===== src/rtl/jk_cmd_seq_if.sv =====
// Command handshake bundle for the JK command sequencer.
// Master offers {CMD_JK, CMD_LEN}; slave answers with CMD_READY.
interface jk_cmd_seq_if #(
    parameter int LEN_W = 4
);
    logic             CMD_VALID;
    logic             CMD_READY;
    logic [1:0]       CMD_JK;
    logic [LEN_W-1:0] CMD_LEN;

    modport master (
        output CMD_VALID,
        output CMD_JK,
        output CMD_LEN,
        input  CMD_READY
    );

    modport slave (
        input  CMD_VALID,
        input  CMD_JK,
        input  CMD_LEN,
        output CMD_READY
    );
endinterface


===== src/rtl/jk_cmd_seq.sv =====
// JK command sequencer: 4-deep command FIFO played back onto
// registered J/K drives, each code held for CMD_LEN+1 cycles.
module jk_cmd_seq #(
    parameter int LEN_W = 4
) (
    input  logic         CLK,
    input  logic         RST,
    jk_cmd_seq_if.slave  cmd,
    input  logic         START,
    input  logic         ABORT,
    output logic         J,
    output logic         K,
    output logic         BUSY,
    output logic         DONE,
    output logic [2:0]   LEVEL
);
    typedef enum logic {IDLE, RUN} state_t;

    localparam int EW = LEN_W + 2;

    state_t           state, state_n;
    logic [EW-1:0]    mem [4];
    logic [1:0]       wr_ptr, rd_ptr;
    logic [LEN_W-1:0] rem;
    logic [EW-1:0]    head;
    logic             push, pop, load, dec, finish;

    assign cmd.CMD_READY = (LEVEL != 3'd4);
    assign BUSY          = (state == RUN);
    assign head          = mem[rd_ptr];
    assign push          = cmd.CMD_VALID && cmd.CMD_READY && !ABORT;

    always_comb begin
        state_n = state;
        pop     = 1'b0;
        load    = 1'b0;
        dec     = 1'b0;
        finish  = 1'b0;
        unique case (state)
            IDLE: begin
                if (START && LEVEL != 3'd0) begin
                    pop     = 1'b1;
                    load    = 1'b1;
                    state_n = RUN;
                end
            end
            RUN: begin
                if (rem != '0) begin
                    dec = 1'b1;
                end else if (LEVEL != 3'd0) begin
                    pop  = 1'b1;
                    load = 1'b1;
                end else begin
                    finish  = 1'b1;
                    state_n = IDLE;
                end
            end
            default: state_n = IDLE;
        endcase
        // Abort overrides every other action in the same cycle.
        if (ABORT) begin
            state_n = IDLE;
            pop     = 1'b0;
            load    = 1'b0;
            dec     = 1'b0;
            finish  = 1'b0;
        end
    end

    always_ff @(posedge CLK) begin
        if (!RST && push) begin
            mem[wr_ptr] <= {cmd.CMD_JK, cmd.CMD_LEN};
        end
    end

    always_ff @(posedge CLK) begin
        if (RST) begin
            state  <= IDLE;
            J      <= 1'b0;
            K      <= 1'b0;
            DONE   <= 1'b0;
            LEVEL  <= 3'd0;
            rem    <= '0;
            wr_ptr <= 2'd0;
            rd_ptr <= 2'd0;
        end else begin
            state <= state_n;
            DONE  <= finish;
            if (ABORT) begin
                J      <= 1'b0;
                K      <= 1'b0;
                LEVEL  <= 3'd0;
                rem    <= '0;
                wr_ptr <= 2'd0;
                rd_ptr <= 2'd0;
            end else begin
                if (load) begin
                    {J, K, rem} <= head;
                end else if (dec) begin
                    rem <= rem - 1'b1;
                end else if (finish) begin
                    J <= 1'b0;
                    K <= 1'b0;
                end
                if (push) wr_ptr <= wr_ptr + 2'd1;
                if (pop)  rd_ptr <= rd_ptr + 2'd1;
                LEVEL <= LEVEL + 3'(push) - 3'(pop);
            end
        end
    end
endmodule


===== src/flat_wrapper.sv =====
// flat-port wrapper written by rule: the top's interface ports become plain ports
module jk_cmd_seq_flat 
#(
    parameter int LEN_W = 4
)
  (CLK, RST, START, ABORT, J, K, BUSY, DONE, LEVEL, cmd_CMD_VALID, cmd_CMD_JK, cmd_CMD_LEN, cmd_CMD_READY);
  jk_cmd_seq_if #(.LEN_W(LEN_W)) cmd_i ();
  input  logic CLK;
  input  logic RST;
  input  logic START;
  input  logic ABORT;
  output logic J;
  output logic K;
  output logic BUSY;
  output logic DONE;
  output logic [2:0] LEVEL;
  input wire logic [$bits(cmd_i.CMD_VALID)-1:0] cmd_CMD_VALID;
  input wire logic [$bits(cmd_i.CMD_JK)-1:0] cmd_CMD_JK;
  input wire logic [$bits(cmd_i.CMD_LEN)-1:0] cmd_CMD_LEN;
  output wire logic [$bits(cmd_i.CMD_READY)-1:0] cmd_CMD_READY;
  assign cmd_i.CMD_VALID = cmd_CMD_VALID;
  assign cmd_i.CMD_JK = cmd_CMD_JK;
  assign cmd_i.CMD_LEN = cmd_CMD_LEN;
  assign cmd_CMD_READY = cmd_i.CMD_READY;
  jk_cmd_seq #(.LEN_W(LEN_W)) u_core (.CLK(CLK), .RST(RST), .cmd(cmd_i), .START(START), .ABORT(ABORT), .J(J), .K(K), .BUSY(BUSY), .DONE(DONE), .LEVEL(LEVEL));
endmodule

===== config.mk =====
export PLATFORM = sky130hd
export DESIGN_NAME = jk_cmd_seq_flat
export DESIGN_NICKNAME = d
export VERILOG_FILES = /design/src/rtl/jk_cmd_seq_if.sv /design/src/rtl/jk_cmd_seq.sv /design/src/flat_wrapper.sv
export SDC_FILE = /design/constraint.sdc
export NUM_CORES = 1
export LEC_CHECK = 0
export ABC_CLOCK_PERIOD_IN_PS = 5390
export CAP_MARGIN = 20
export CORE_UTILIZATION = 59
export CTS_BUF_LIST = sky130_fd_sc_hd__clkbuf_8
export CTS_CLUSTER_DIAMETER = 30
export CTS_CLUSTER_SIZE = 25
export DETAILED_ROUTE_END_ITERATION = 8
export GPL_TIMING_DRIVEN = 0
export PLACE_DENSITY = 0.83
export SYNTH_ARGS = -nofsm -noshare
export SYNTH_HDL_FRONTEND = slang
export SYNTH_SLANG_ARGS = --single-unit
export TNS_END_PERCENT = 30

===== constraint.sdc =====
create_clock -name CLK -period 5.39 [get_ports CLK]
set_input_delay 1.617 -clock CLK [delete_from_list [all_inputs] [get_ports CLK]]
set_output_delay 1.617 -clock CLK [all_outputs]
set_load 0.1 [all_outputs]

==> summary.md <==
| Metric | Value |
|---|---|
| Total clock sinks | 41 |
| Crit Path Class | reg -> out |
| Worst-Skew Late Latency | 0.30 ns |
| WL/cell | 16.8 um |
| Die Span X | approximately 57 um |
| Status | finished clean |
| WP data arrival | 2.24 ns |
| Pwr dens | 282 nW/um^2 |
| First-pass GRT wire length | 5190 um |
| NumNets Final | 174 |
| Row Count | 19 |
| Setup-failing EPs final | 0 |
| Setup TNS Final | 0 ns |
| Vias in the first global route | 1138 |
| Fin Hold WS | 0.524 ns |
| Via/cell ratio | 5.93 |
| Netlist cell types | 34 |
| ANT cells | 0 |
| Largest net degree at the start of global routing | 13 |
| DR iter-0 viols | between 90 and 100 |
| Worst relative slew slack | between 30% and 40% |
| Fmax | approximately 260 MHz |
| Fin crit share | 71.6% |
| Top Layer Used | met4 |
| Fill count | approximately 180 |
| Pre-antenna DRT Iters | 4 |
| Maxcap violations | 0 |
| Synth warnings | 0 |
| Clock Tree Root | clkbuf_8 |
| Hold path depth | 2 |
| Met3 WL post-DR | between 150 and 200 um |
| Syn_nets | 149 |
| CTS tree | done |
| Number of synthesized flops with an enable pin | 24 |
| Avg Cell Area, Syn | 13.4 um^2 |
| H-tree Lvls | 2 |
| Pleak | 0.730 nW |
| Antenna-violating nets left | 0 |
| DR DRC count | 0 |
| Post-CTS sizing | 0 |
| Dpl ws | 1.36 ns |
| Total congestion overflow | 0 |
| HPWL after DPL | 2250 um |
| Final core utilization | 74.4% |
| Initial antenna violation count | 0 |
| Setup Buffers After CTS | 0 |
| Initial Util | 63.2% |
| Final Hold Viols | 0 |
| Worst Hold Class | reg -> reg |
| Ys async rst share | 0% |
| Met1 WL | 1310 um |
| Critical Path Fanout Max | 6 |
| Share of the synthesized area in the top cell type | 41.0% |
| I/O pin total | 19 |
| # port buffers | 18 |
| Reg clk slew, reported paths | 0.07 ns |
| Slew Viols, Final | 0 |
| Nature of the critical path endpoint | output port |
| Clock Path Buffers | 2 |
| Worst Tran Pin Value | 0.981 ns |
| Die height | ~57 um |
| Via count | 1114 |
| Synth Cell Area | 1760 um^2 |
| Routability cong. | 0.831 |
| Core Region | roughly 2800 um^2 |
| Post-synthesis instance total | 131 |
| Reg2Reg Depth | 11 |
| Cts bufs inserted | 5 |
| Die ar. | 3200 um^2 |
| Met2 wire len | 1580 um |
| Post-synth top flop | edfxtp_1 |
| Synth top area cells | edfxtp_1 (41%), dfxtp_1 (19%), mux4_2 (7.7%) |
| Register area share after synthesis | 60.3% |
| Critical Path RT | 3.77 ns |
| Clock Skew | just over 0.009 ns |
| Routed WL | 3150 um |
| Yosys reg bits | 41 |
| CP Launch Type | flop |
| Gr usage total | around 23% |
| Maximum vdd drop | 292 uV |
| Final Critical Period | 3.86 ns |
| Area grow syn2layout | 17.6% |
| Post-synth top area cell | edfxtp_1 |
| Layout cells sized above 1 | 14.0% |
| CTS Hold Buffers Added | 0 |
| Final worst slack | approximately 1.5 ns |
| Unrepaired setup endpoints after global routing | no |
power breakdown:
part           internal (mW)  leakage [nW]  switching [mW]
logic                 0.0187         0.322          0.0270
clock network          0.101        0.0538          0.0993
registers              0.335         0.354         0.00334
total                  0.454         0.730           0.130
routing by layer:
metal	track usage, %	vias up
li1	-	536
met2	37.0	31
met1	27.2	537
met4	13.9	0
met5	0	-
met3	7.14	10
area by class of cell:
cell class	count	area, um^2	share of cell area (%)
Buffer	4	16.3	0.786
Clock buffer	6	82.6	3.99
Clock inverter	2	7.51	0.363
Inverter	5	18.8	0.907
Multi-Input combinational cell	81	663	32.1
Sequential cell	41	1060	51.3
Tap cell	31	38.8	1.88
Timing Repair Buffer	18	180	8.71
cell families (layout without fill, tap and decap cells):
kind of cell	after synthesis	after routing	share of synthesized area [%]
AOI/OAI and AO/OA	22	22	9.60
and+or+nand+nor	41	41	12.5
xor gates and xnor gates	5	5	2.49
buffers and inverters	9	35	1.99
adders and majority gates	7	7	5.41
DFF	41	41	60.3
muxes	6	6	7.68
cells in the mapped netlist, types with 3 or more instances:
library cell  count
edfxtp_1         24
dfxtp_1          17
nor2_1           11
a21oi_1           9
nand2_1           8
and3_1            6
ha_1              6
mux4_2            6
inv_1             5
clkbuf_1          3
or3_1             3
or3b_2            3
xnor2_1           3
placed cells by master, fill, tap and decap left out, types with 2 or more instances in the layout:
cell type / n
a31o_2: 2
ha_1: 6
nor4_1: 2
and2_1: 2
xor2_1: 2
mux4_2: 6
xnor2_1: 3
a21oi_1: 9
or3_1: 3
a211oi_1: 2
a22oi_1: 2
clkdlybuf4s50_1: 18
nor2_1: 11
nand2_1: 8
inv_1: 7
dfxtp_1: 17
clkbuf_1: 3
edfxtp_1: 24
or3b_2: 3
clkbuf_8: 6
and3_1: 6
worst paths after layout:
kind                       to             start  slack, ns
max             cmd_CMD_READY   u_core.LEVEL[2]       1.53
min reg2reg  u_core.wr_ptr[1]  u_core.wr_ptr[1]       0.52
max reg2reg   u_core.LEVEL[2]     u_core.rem[0]       2.57
min          u_core.wr_ptr[1]  u_core.wr_ptr[1]       0.52
metrics by stage:
| step | total power, mW | instances | cell area, um^2 |
|---|---|---|---|
| after detailed placement | 0.391 | 180 | 1980 |
| after global placement | 0.388 | 180 | 1980 |
| after global routing | 0.604 | 188 | 2070 |
| final | 0.584 | 188 | 2070 |
| after floorplan | 0.373 | 131 | 1760 |
| after CTS | 0.588 | 188 | 2070 |
critical path, cell delays in order (launching register included):
cell and delay, ns:
dfxtp_1 0.45, or3b_2 0.51, clkdlybuf4s50_1 0.99
sequential cells by signal, summed over array words and instances (netlist names), named ones only:
signal and cells:
u_core.J 1, u_core.rd_ptr 2, u_core.mem 24, u_core.rem 4, u_core.LEVEL 3, u_core.BUSY 1
u_core.K 1, u_core.wr_ptr 2, u_core.DONE 1
No activity file was read; power rests on OpenSTA's default activity.
